<file path="src/rtl/lenet_pkg.sv">
// Shared LeNet constants and types used by the pooling stages.
package lenet_pkg;

  // Signed fixed-point sample width and per-layer dimensions (conv_2 -> pool_2).
  localparam int DW      = 16;
  localparam int FM_NUM  = 16;
  localparam int IN_DIM  = 10;
  localparam int OUT_DIM = 5;

  // conv_2 result BRAM holds 1600 samples, pool_2 result BRAM holds 400.
  localparam int AW_RD = 11;
  localparam int AW_WR = 9;

  typedef enum logic [1:0] {
    IDLE  = 2'd0,
    RUN   = 2'd1,
    DRAIN = 2'd2,
    DONE  = 2'd3
  } pool_state_t;

endpackage

</file>
<file path="src/rtl/max4_acc.sv">
// Running max over a 2x2 window, fed one q-tagged sample per cycle.
// q=0 loads, q=1..3 keep the signed maximum (ties keep the held value).
// The q=3 result leaves through a one-cycle registered output with its tag.
module max4_acc #(
  parameter int DW = 16,
  parameter int TW = 9
) (
  input  logic          clk,
  input  logic          rst,
  input  logic          flush,
  input  logic          in_valid,
  input  logic [1:0]    in_q,
  input  logic [DW-1:0] in_data,
  input  logic [TW-1:0] in_tag,
  output logic          out_valid,
  output logic [DW-1:0] out_data,
  output logic [TW-1:0] out_tag
);

  logic [DW-1:0] max_q, max_d;
  logic [DW-1:0] cand;
  logic          out_valid_q, out_valid_d;
  logic [DW-1:0] out_data_q, out_data_d;
  logic [TW-1:0] out_tag_q, out_tag_d;

  // Next max and the one-shot result emitted with the window's last sample
  always_comb begin
    cand = max_q;
    if ((in_q == 2'd0) || ($signed(in_data) > $signed(max_q))) begin
      cand = in_data;
    end
    max_d       = max_q;
    out_valid_d = 1'b0;
    out_data_d  = '0;
    out_tag_d   = '0;
    if (in_valid && !flush) begin
      max_d = cand;
      if (in_q == 2'd3) begin
        out_valid_d = 1'b1;
        out_data_d  = cand;
        out_tag_d   = in_tag;
      end
    end
  end

  // Accumulator and output registers
  always_ff @(posedge clk or negedge rst) begin
    if (!rst) begin
      max_q       <= '0;
      out_valid_q <= 1'b0;
      out_data_q  <= '0;
      out_tag_q   <= '0;
    end else begin
      max_q       <= max_d;
      out_valid_q <= out_valid_d;
      out_data_q  <= out_data_d;
      out_tag_q   <= out_tag_d;
    end
  end

  assign out_valid = out_valid_q;
  assign out_data  = out_data_q;
  assign out_tag   = out_tag_q;

endmodule

</file>
<file path="src/rtl/pool_2.sv">
// pool_2: 2x2/stride-2 max pooling of the 16 conv_2 maps (10x10 -> 5x5).
// Issues one conv BRAM read per cycle, tags it with its window position,
// and writes one pooled result every 4 cycles into the pool_2 BRAM.
module pool_2 #(
  parameter int DW      = lenet_pkg::DW,
  parameter int FM_NUM  = lenet_pkg::FM_NUM,
  parameter int IN_DIM  = lenet_pkg::IN_DIM,
  parameter int OUT_DIM = lenet_pkg::OUT_DIM,
  parameter int RD_LAT  = 1
) (
  input  logic                       clk,
  input  logic                       rst,
  input  logic                       pool_2_en,
  output logic                       conv_bram_en,
  output logic [lenet_pkg::AW_RD-1:0] conv_bram_addr,
  input  logic [DW-1:0]              conv_bram_dout,
  output logic                       pool_bram_we,
  output logic [lenet_pkg::AW_WR-1:0] pool_bram_addr,
  output logic [DW-1:0]              pool_bram_din,
  output logic                       pool_2_finish
);

  import lenet_pkg::*;

  localparam int FMW = $clog2(FM_NUM);
  localparam int OW  = $clog2(OUT_DIM);
  localparam logic [AW_WR-1:0] LAST_WR = AW_WR'(FM_NUM * OUT_DIM * OUT_DIM - 1);

  pool_state_t      state_q, state_d;
  logic             en_dly_q, en_dly_d;
  logic [FMW-1:0]   fm_q, fm_d;
  logic [OW-1:0]    r_q, r_d;
  logic [OW-1:0]    c_q, c_d;
  logic [1:0]       q_q, q_d;
  logic             rd_en_q, rd_en_d;
  logic [AW_RD-1:0] rd_addr_q, rd_addr_d;
  logic             finish_q, finish_d;
  logic             en_p;
  logic             last_rd;
  logic             flush;

  // Tag pipeline that travels alongside the BRAM read latency
  logic [RD_LAT-1:0] pv_q, pv_d;
  logic [1:0]        pq_q [RD_LAT];
  logic [1:0]        pq_d [RD_LAT];
  logic [AW_WR-1:0]  pa_q [RD_LAT];
  logic [AW_WR-1:0]  pa_d [RD_LAT];

  logic             acc_valid;
  logic [AW_WR-1:0] acc_tag;
  logic [DW-1:0]    acc_data;

  // fm*IN_DIM^2 + (2r+dy)*IN_DIM + 2c+dx, with (dy,dx) = q[1:0]
  function automatic logic [AW_RD-1:0] rd_addr_f(input logic [FMW-1:0] fm,
                                                  input logic [OW-1:0] r,
                                                  input logic [OW-1:0] c,
                                                  input logic [1:0] q);
    logic [AW_RD-1:0] row;
    logic [AW_RD-1:0] col;
    row = AW_RD'({r, 1'b0}) + AW_RD'(q[1]);
    col = AW_RD'({c, 1'b0}) + AW_RD'(q[0]);
    return AW_RD'(fm) * AW_RD'(IN_DIM * IN_DIM) + row * AW_RD'(IN_DIM) + col;
  endfunction

  // fm*OUT_DIM^2 + r*OUT_DIM + c
  function automatic logic [AW_WR-1:0] wr_addr_f(input logic [FMW-1:0] fm,
                                                  input logic [OW-1:0] r,
                                                  input logic [OW-1:0] c);
    return AW_WR'(fm) * AW_WR'(OUT_DIM * OUT_DIM) + AW_WR'(r) * AW_WR'(OUT_DIM)
           + AW_WR'(c);
  endfunction

  // FSM next state, read-order counters and registered read/finish outputs.
  // Counters always hold the position of the read presented on the port.
  always_comb begin
    en_p     = pool_2_en & ~en_dly_q;
    last_rd  = (fm_q == FMW'(FM_NUM - 1)) && (r_q == OW'(OUT_DIM - 1)) &&
               (c_q == OW'(OUT_DIM - 1)) && (q_q == 2'd3);
    en_dly_d = pool_2_en;
    state_d  = state_q;
    fm_d     = fm_q;
    r_d      = r_q;
    c_d      = c_q;
    q_d      = q_q;
    flush    = 1'b0;
    if (en_p) begin
      state_d = RUN;
      fm_d    = '0;
      r_d     = '0;
      c_d     = '0;
      q_d     = '0;
      flush   = 1'b1;
    end else begin
      case (state_q)
        IDLE: begin
          state_d = IDLE;
        end
        RUN: begin
          if (!pool_2_en) begin
            state_d = IDLE;
            flush   = 1'b1;
          end else if (last_rd) begin
            state_d = DRAIN;
            fm_d    = '0;
            r_d     = '0;
            c_d     = '0;
            q_d     = '0;
          end else begin
            q_d = q_q + 2'd1;
            if (q_q == 2'd3) begin
              if (c_q == OW'(OUT_DIM - 1)) begin
                c_d = '0;
                if (r_q == OW'(OUT_DIM - 1)) begin
                  r_d  = '0;
                  fm_d = fm_q + FMW'(1);
                end else begin
                  r_d = r_q + OW'(1);
                end
              end else begin
                c_d = c_q + OW'(1);
              end
            end
          end
        end
        DRAIN: begin
          if (!pool_2_en) begin
            state_d = IDLE;
            flush   = 1'b1;
          end else if (acc_valid && (acc_tag == LAST_WR)) begin
            state_d = DONE;
          end
        end
        DONE: begin
          if (!pool_2_en) begin
            state_d = IDLE;
          end
        end
        default: begin
          state_d = IDLE;
        end
      endcase
    end
    rd_en_d   = (state_d == RUN);
    rd_addr_d = rd_en_d ? rd_addr_f(fm_d, r_d, c_d, q_d) : '0;
    finish_d  = (state_d == DONE);
  end

  // FSM, counters and registered read/finish outputs
  always_ff @(posedge clk or negedge rst) begin
    if (!rst) begin
      state_q   <= IDLE;
      en_dly_q  <= 1'b0;
      fm_q      <= '0;
      r_q       <= '0;
      c_q       <= '0;
      q_q       <= '0;
      rd_en_q   <= 1'b0;
      rd_addr_q <= '0;
      finish_q  <= 1'b0;
    end else begin
      state_q   <= state_d;
      en_dly_q  <= en_dly_d;
      fm_q      <= fm_d;
      r_q       <= r_d;
      c_q       <= c_d;
      q_q       <= q_d;
      rd_en_q   <= rd_en_d;
      rd_addr_q <= rd_addr_d;
      finish_q  <= finish_d;
    end
  end

  // Shift the read tag RD_LAT stages so it lines up with conv_bram_dout;
  // an abort or restart drops everything in flight
  always_comb begin
    pv_d[0] = rd_en_q & ~flush;
    pq_d[0] = q_q;
    pa_d[0] = wr_addr_f(fm_q, r_q, c_q);
    for (int unsigned i = 1; i < RD_LAT; i++) begin
      pv_d[i] = pv_q[i-1] & ~flush;
      pq_d[i] = pq_q[i-1];
      pa_d[i] = pa_q[i-1];
    end
  end

  // Tag pipeline registers
  always_ff @(posedge clk or negedge rst) begin
    if (!rst) begin
      pv_q <= '0;
      for (int unsigned i = 0; i < RD_LAT; i++) begin
        pq_q[i] <= '0;
        pa_q[i] <= '0;
      end
    end else begin
      pv_q <= pv_d;
      for (int unsigned i = 0; i < RD_LAT; i++) begin
        pq_q[i] <= pq_d[i];
        pa_q[i] <= pa_d[i];
      end
    end
  end

  max4_acc #(
    .DW(DW),
    .TW(AW_WR)
  ) u_max4_acc (
    .clk      (clk),
    .rst      (rst),
    .flush    (flush),
    .in_valid (pv_q[RD_LAT-1]),
    .in_q     (pq_q[RD_LAT-1]),
    .in_data  (conv_bram_dout),
    .in_tag   (pa_q[RD_LAT-1]),
    .out_valid(acc_valid),
    .out_data (acc_data),
    .out_tag  (acc_tag)
  );

  assign conv_bram_en   = rd_en_q;
  assign conv_bram_addr = rd_addr_q;
  assign pool_bram_we   = acc_valid;
  assign pool_bram_addr = acc_tag;
  assign pool_bram_din  = acc_data;
  assign pool_2_finish  = finish_q;

endmodule

</file>
<file path="config.mk">
export PLATFORM = sky130hd
export DESIGN_NAME = pool_2
export DESIGN_NICKNAME = d
export VERILOG_FILES = /design/src/rtl/lenet_pkg.sv /design/src/rtl/max4_acc.sv /design/src/rtl/pool_2.sv
export SDC_FILE = /design/constraint.sdc
export NUM_CORES = 1
export LEC_CHECK = 0
export CORE_MARGIN = 1
export CORE_UTILIZATION = 40
export CTS_CLUSTER_SIZE = 24
export DETAILED_ROUTE_END_ITERATION = 6
export GPL_ROUTABILITY_DRIVEN = 1
export HOLD_SLACK_MARGIN = 0.08
export PLACE_DENSITY_LB_ADDON = 0.3
export SYNTH_ARGS = -nofsm -noshare
export SYNTH_HDL_FRONTEND = slang
export SYNTH_HIERARCHICAL = 1
export SYNTH_SLANG_ARGS = --single-unit
</file>
<file path="constraint.sdc">
create_clock -name clk -period 9.4 [get_ports clk]
set_input_delay 1.88 -clock clk [delete_from_list [all_inputs] [get_ports clk]]
set_output_delay 1.88 -clock clk [all_outputs]
set_load 0.05 [all_outputs]
</file>
**Word level (Yosys, flattened, before mapping)**

Cells that the tools add are included.

- Logic and storage cells: 98
- Bits in registers: 82
- Input bits: 19
- Output and inout port bits: 39

- Reduce and logical (&&, ||, !) cells: 10
- Bitwise gates (word level): 4
- Mux-type cells: 42
- Add/subtract/negate cells: 10
- Magnitude comparators: 1
- Multiply operators: 4
- Eq/ne operators: 11

Operators with widths:

| operator | number |
|---|---|
| 16-bit two-way mux | 3 |
| 3-bit two-way mux | 13 |
| 4-bit two-way mux | 7 |
| 2-bit two-way mux | 10 |
| 4-bit by 5-bit multiplier with 9-bit output, second input constant | 2 |
| 9-bit two-way mux | 2 |
| 16-bit > comparator | 1 |
| 11-bit by 5-bit adder with 11-bit output | 1 |
| 11-bit by 9-bit adder with 11-bit output | 1 |
| 11-bit two-way mux | 1 |
| 4-bit by 1-bit adder with 5-bit output | 2 |
| 2-bit == test, second input constant | 5 |
| 9-bit by 3-bit adder with 9-bit output | 1 |
| 9-bit by 6-bit adder with 9-bit output | 1 |
| 9-bit == test, second input constant | 1 |
| 5-bit by 3-bit multiplier with 8-bit output, second input constant | 1 |
| 2-bit case mux with 4 select lines | 1 |
| 3-bit by 1-bit adder with 3-bit output, second input constant | 2 |
| 3-bit == test, second input constant | 2 |
| 3-bit by 3-bit multiplier with 6-bit output, second input constant | 1 |
| 1-bit logical AND | 5 |
| 1-bit two-way mux | 5 |
| 4-bit by 1-bit adder with 4-bit output, second input constant | 1 |
| 2-bit by 1-bit == test with 1-bit output, second input constant | 2 |
| other kinds (8) | 11 |

**Longest topological paths before layout**

- Depth after elaboration: 13
- Mapped depth: 18
- Gate-level depth less buffers: 18

**Hierarchy**

Netlist, hierarchy kept.

Modules (own cells, without submodules):

| module | times used | seq. area each (um^2) | cells each | area an instance (um^2) |
|---|---|---|---|---|
| pool_2 | 1 | 1001.0 | 275 | 2959.1 |
| max4_acc | 1 | 1051.0 | 189 | 2144.6 |

**Worst setup path after synthesis**

Ideal clock, no wire load.

- Kind: in2reg
- Start point: input pool_2_en
- End point: register rd_addr_q[9] (netlist: conv_bram_addr[9])
- Data required time: 9.281 ns
- Setup slack: 4.223 ns
- Arrival: 5.059 ns
- Stages on the path: 14
- Library setup time: 0.119 ns
- Path buffers: 0
- Cell sequence: nand2_4 > nor3_4 > xnor2_1 > nor2_1 > ha_1 > ha_1 > fa_1 > ha_1 > ha_1 > or3_1 > or2_2 > o221ai_1 > xnor2_1 > nor2_1

- Elaborated cells between the ends (all ways): 26
- Those cells by class: add/sub (4); mul (2); eq/ne (1); mux (18); bitwise (1)

RTL lines:

| element | line | text |
|---|---|---|
| start, declared | pool_2.sv:13 | `input logic pool_2_en,` |
| 4-bit two-way mux | pool_2.sv:99 | `if (!pool_2_en) begin` |
| 4-bit two-way mux | pool_2.sv:94 | `case (state_q)` |
| 4-bit two-way mux * | pool_2.sv:86 | `if (en_p) begin` |
| via fm_d[0] | pool_2.sv:31 | `logic [FMW-1:0] fm_q, fm_d;` |
| 4-bit by 5-bit multiplier with 9-bit output * | pool_2.sv:62 | `return AW_RD'(fm) * AW_RD'(IN_DIM * IN_DIM) + row * AW_RD'(IN_DIM) + col;` |
| 11-bit by 9-bit adder with 11-bit output * | pool_2.sv:62 |  |
| 11-bit by 5-bit adder with 11-bit output * | pool_2.sv:62 |  |
| 11-bit two-way mux * | pool_2.sv:144 | `rd_addr_d = rd_en_d ? rd_addr_f(fm_d, r_d, c_d, q_d) : '0;` |
| via rd_addr_d[9] | pool_2.sv:36 | `logic [AW_RD-1:0] rd_addr_q, rd_addr_d;` |
| end signal, assigned | pool_2.sv:168 | `rd_addr_q <= rd_addr_d;` |
| end, declared | pool_2.sv:36 |  |

The timed path passes the listed nets; every way through them passes the cells marked *.
A chain may end at the register's enable or synchronous reset.

**Worst setup path after layout**

Ends and elaborated chain as after synthesis.

==> impl_metrics.csv <==
group,metric,value,unit
run_status,status,"finished, final reports clean",
drt,viasPerCell,4.90,
logic_synthesis,synthArstFlopShare,100,%
final_layout,utilization,50.6,%
timing,tightestPinTransition,1.17,ns
grt,grtUsageTotal,16.0,%
job,drv_cap,0,
timing,hold_viol,0,
pwr,p_total,0.995,mW
setup_path,start_kind,"input pin",
cts,cts_buffers,9,
grt,grt_pass1_vias,3450,
floorplan,core-area,12200,sq um
timing,clock_skew,0.00656,ns
logic_synthesis,synthCells,464,
logic_synthesis,yosys_warnings,6,
floorplan,die-area,13200,sq um
setup_path,critPathMaxFanout,7,
cts,postCtsResizedCells,0,
timing,setup_slack,3.58,ns
min_path,hp-class,"flop to flop",
logic_synthesis,syn_area,5100,sq um
grt,gr-total-overflow,0,
drt,drt_iter0_drc,153,
final_layout,nets,629,
logic_synthesis,ys_seq_area_share,40.2,%
cts,htree_levels,3,
logic_synthesis,synthFlopType,"dfrtp_1",
cts,cts_tree,"yes",
grt,grt_pass1_wl,16.2,mm
final_layout,drive_gt1_share,8.87,%
timing,grt_setup_unrepaired,"false",
pwr,vdd_ir_drop_max,0.0650,mV
drt,wirelength,9.60,mm
logic_synthesis,synth-edff-count,0,
timing,final.setup.tns,0,ns
timing,finalCriticalPeriod,5.82,ns
setup_path,worstPathArrival,6.05,ns
setup_path,worstPathCellList,"clkdlybuf4s50_1 -> nand2_4 -> nor3_4 -> xnor2_1 -> nor2_1 -> ha_1 -> ha_1 -> fa_1 -> ha_1 -> ha_1 -> or3_1 -> or2_2 -> o221ai_1 -> xnor2_1 -> nor2_1",
timing,slew-limit-headroom,21.8,%
pwr,power_density,161,nW/um^2
timing,finalMaxSlewViolations,0,
setup_path,cp-end-kind,"flop",
final_layout,final_cell_mix,"dfrtp_1 (82), ha_1 (74), clkdlybuf4s50_1 (56)",
grt,grt_max_degree,83,
drt,vias,3418,
floorplan,row_count,40,
cts,cts_setup_buffers,0,
cts,hold_buffers,0,
setup_path,critPathKind,"input pin to flop",
drt,drc,0,
drt,dr.pass1.iters,4,
setup_path,cp.required,9.63,ns
setup_path,cpMostUsedCell,"ha_1",
final_layout,areaGrowthSynthToFinish,21.0,%
final_layout,final_common_cell,"dfrtp_1",
logic_synthesis,avgSynthCellArea,11.0,sq um
logic_synthesis,synthDistinctLibCells,56,
timing,setup_viol,0,
drt,ant_nets,0,
cts,path_clk_slew,0.06,ns
final_layout,n_fill_cell,1144,
final_layout,antenna_cells,0,
placed_design,place_congestion,0.813,
cts,clock_latency,0.34,ns
pwr,leakage,3.17,nW
cts,ctsRootBufferMaster,"clkbuf_16",
timing,max_freq,0.172,GHz
floorplan,die_h,115,microns
placed_design,place_hpwl,7.10,mm
setup_path,crit_slowest_cell,"clkdlybuf4s50_1",
floorplan,start_util,41.8,%
grt,antenna_found_initial,0,
floorplan,io_pins,58,
placed_design,port_buffers,57,
timing,fin_crit_sh,61.9,%
cts,cts_max_path_buffers,2,
setup_path,slowest_delay,0.64,ns
floorplan,die_x,115,microns
logic_synthesis,syn_nets,568,
logic_synthesis,ys_ff_latch,82,
drt,drt-wirelength-per-cell,13.7,microns
placed_design,dpl_worst_slack,3.23,ns
cts,cts_sinks,82,
==> final timing paths <==
check | from | end | slack, ns | depth (start not counted)
setup reg to reg | state_q[1] | conv_bram_addr[9] | 4.98 | 16
max in group asynchronous | rst | r_q[0] | 7.02 | 1
hold reg to reg | pq_d[1] | pq_q[1] | 0.40 | 0
setup / recovery | pool_2_en | conv_bram_addr[9] | 3.58 | 15
hold / removal | pq_d[1] | pq_q[1] | 0.40 | 0
min in group asynchronous | rst | u_max4_acc/out_data[12] | 1.73 | 1
==> per-layer routing <==
layer | share of wire (%) | GRT usage, %
met1 | 44 | 18.9
met2 | 51 | 28.1
met3 | 3.9 | 3.00
met4 | 1.7 | 7.79
met5 | 0 | 0
==> through the flow <==
stage                     hold slack (ns)  cell area, sq um  cells
final                               0.403              6170    698
after floorplan                     0.372              5100    464
after CTS                           0.411              6170    698
after global routing                0.424              6170    698
after global placement              0.400              5840    682
after detailed placement            0.397              5840    682
==> cell usage after synthesis, types with 3 or more instances <==
master,number,area (sq um)
a211oi_1,3,22.5
a21o_1,5,37.5
a21oi_1,17,85.1
and2_1,10,62.6
clkbuf_1,5,18.8
dfrtp_1,82,2050
fa_1,11,220
ha_1,74,926
inv_1,54,203
mux2_2,6,67.6
mux2_4,11,165
mux2i_1,17,170
nand2_1,50,188
nand2b_1,4,25.0
nand3_1,3,15.0
nor2_1,20,75.1
nor2b_1,6,37.5
nor3_1,8,40.0
nor4_1,3,18.8
o21a_1,3,22.5
o21ai_0,9,45.0
o21bai_1,3,22.5
o221ai_1,3,26.3
or3_1,4,25.0
xnor2_1,10,87.6
xor2_1,7,61.3
==> worst max-delay path: cells and delay by family <==
kind,cells,cell delay (ns)
AND/OR/NAND/NOR,6,1.52
adder cells (fa/ha/maj),5,1.51
buffers and inverters,1,0.64
XOR/XNOR,2,0.30
AO/OA/AOI/OAI,1,0.18
==> layout make-up <==
cell class	count	area, sq um	area share (%)
inverters	55	206	3.34
repair buffers	58	576	9.32
multi-input cells	319	2790	45.3
clock buffers	11	233	3.77
clock inverters	5	103	1.66
well taps	168	210	3.40
flip-flops and latches	82	2050	33.2
==> cell families (layout without fill, tap and decap cells) <==
| group | count (synthesis) | after routing | share of synthesized area, % |
|---|---|---|---|
| XOR/XNOR | 17 | 17 | 2.92 |
| flip-flops | 82 | 82 | 40.2 |
| AND/OR/NAND/NOR | 126 | 126 | 12.8 |
| AO/OA/AOI/OAI | 57 | 57 | 8.43 |
| buffers and inverters | 63 | 129 | 5.25 |
| multiplexers | 34 | 34 | 7.89 |
| adder cells (fa/ha/maj) | 85 | 85 | 22.5 |
==> power breakdown <==
part / internal (mW) / switching [mW]
clock network: 0.259 / 0.141
registers: 0.382 / 0.0216
logic: 0.0931 / 0.0978
total: 0.735 / 0.260
==> flip-flops by register name (all words and copies together) (netlist names), 2 cells and up <==
| name | flops |
|---|---|
| c_q | 3 |
| conv_bram_addr | 11 |
| fm_q | 4 |
| pa_q | 9 |
| pq_d | 2 |
| pq_q | 2 |
| r_q | 3 |
| state_q | 2 |
| u_max4_acc/max_q | 16 |
| u_max4_acc/out_data | 16 |
| u_max4_acc/out_tag | 9 |
No activity file was read; power rests on OpenSTA's default activity.
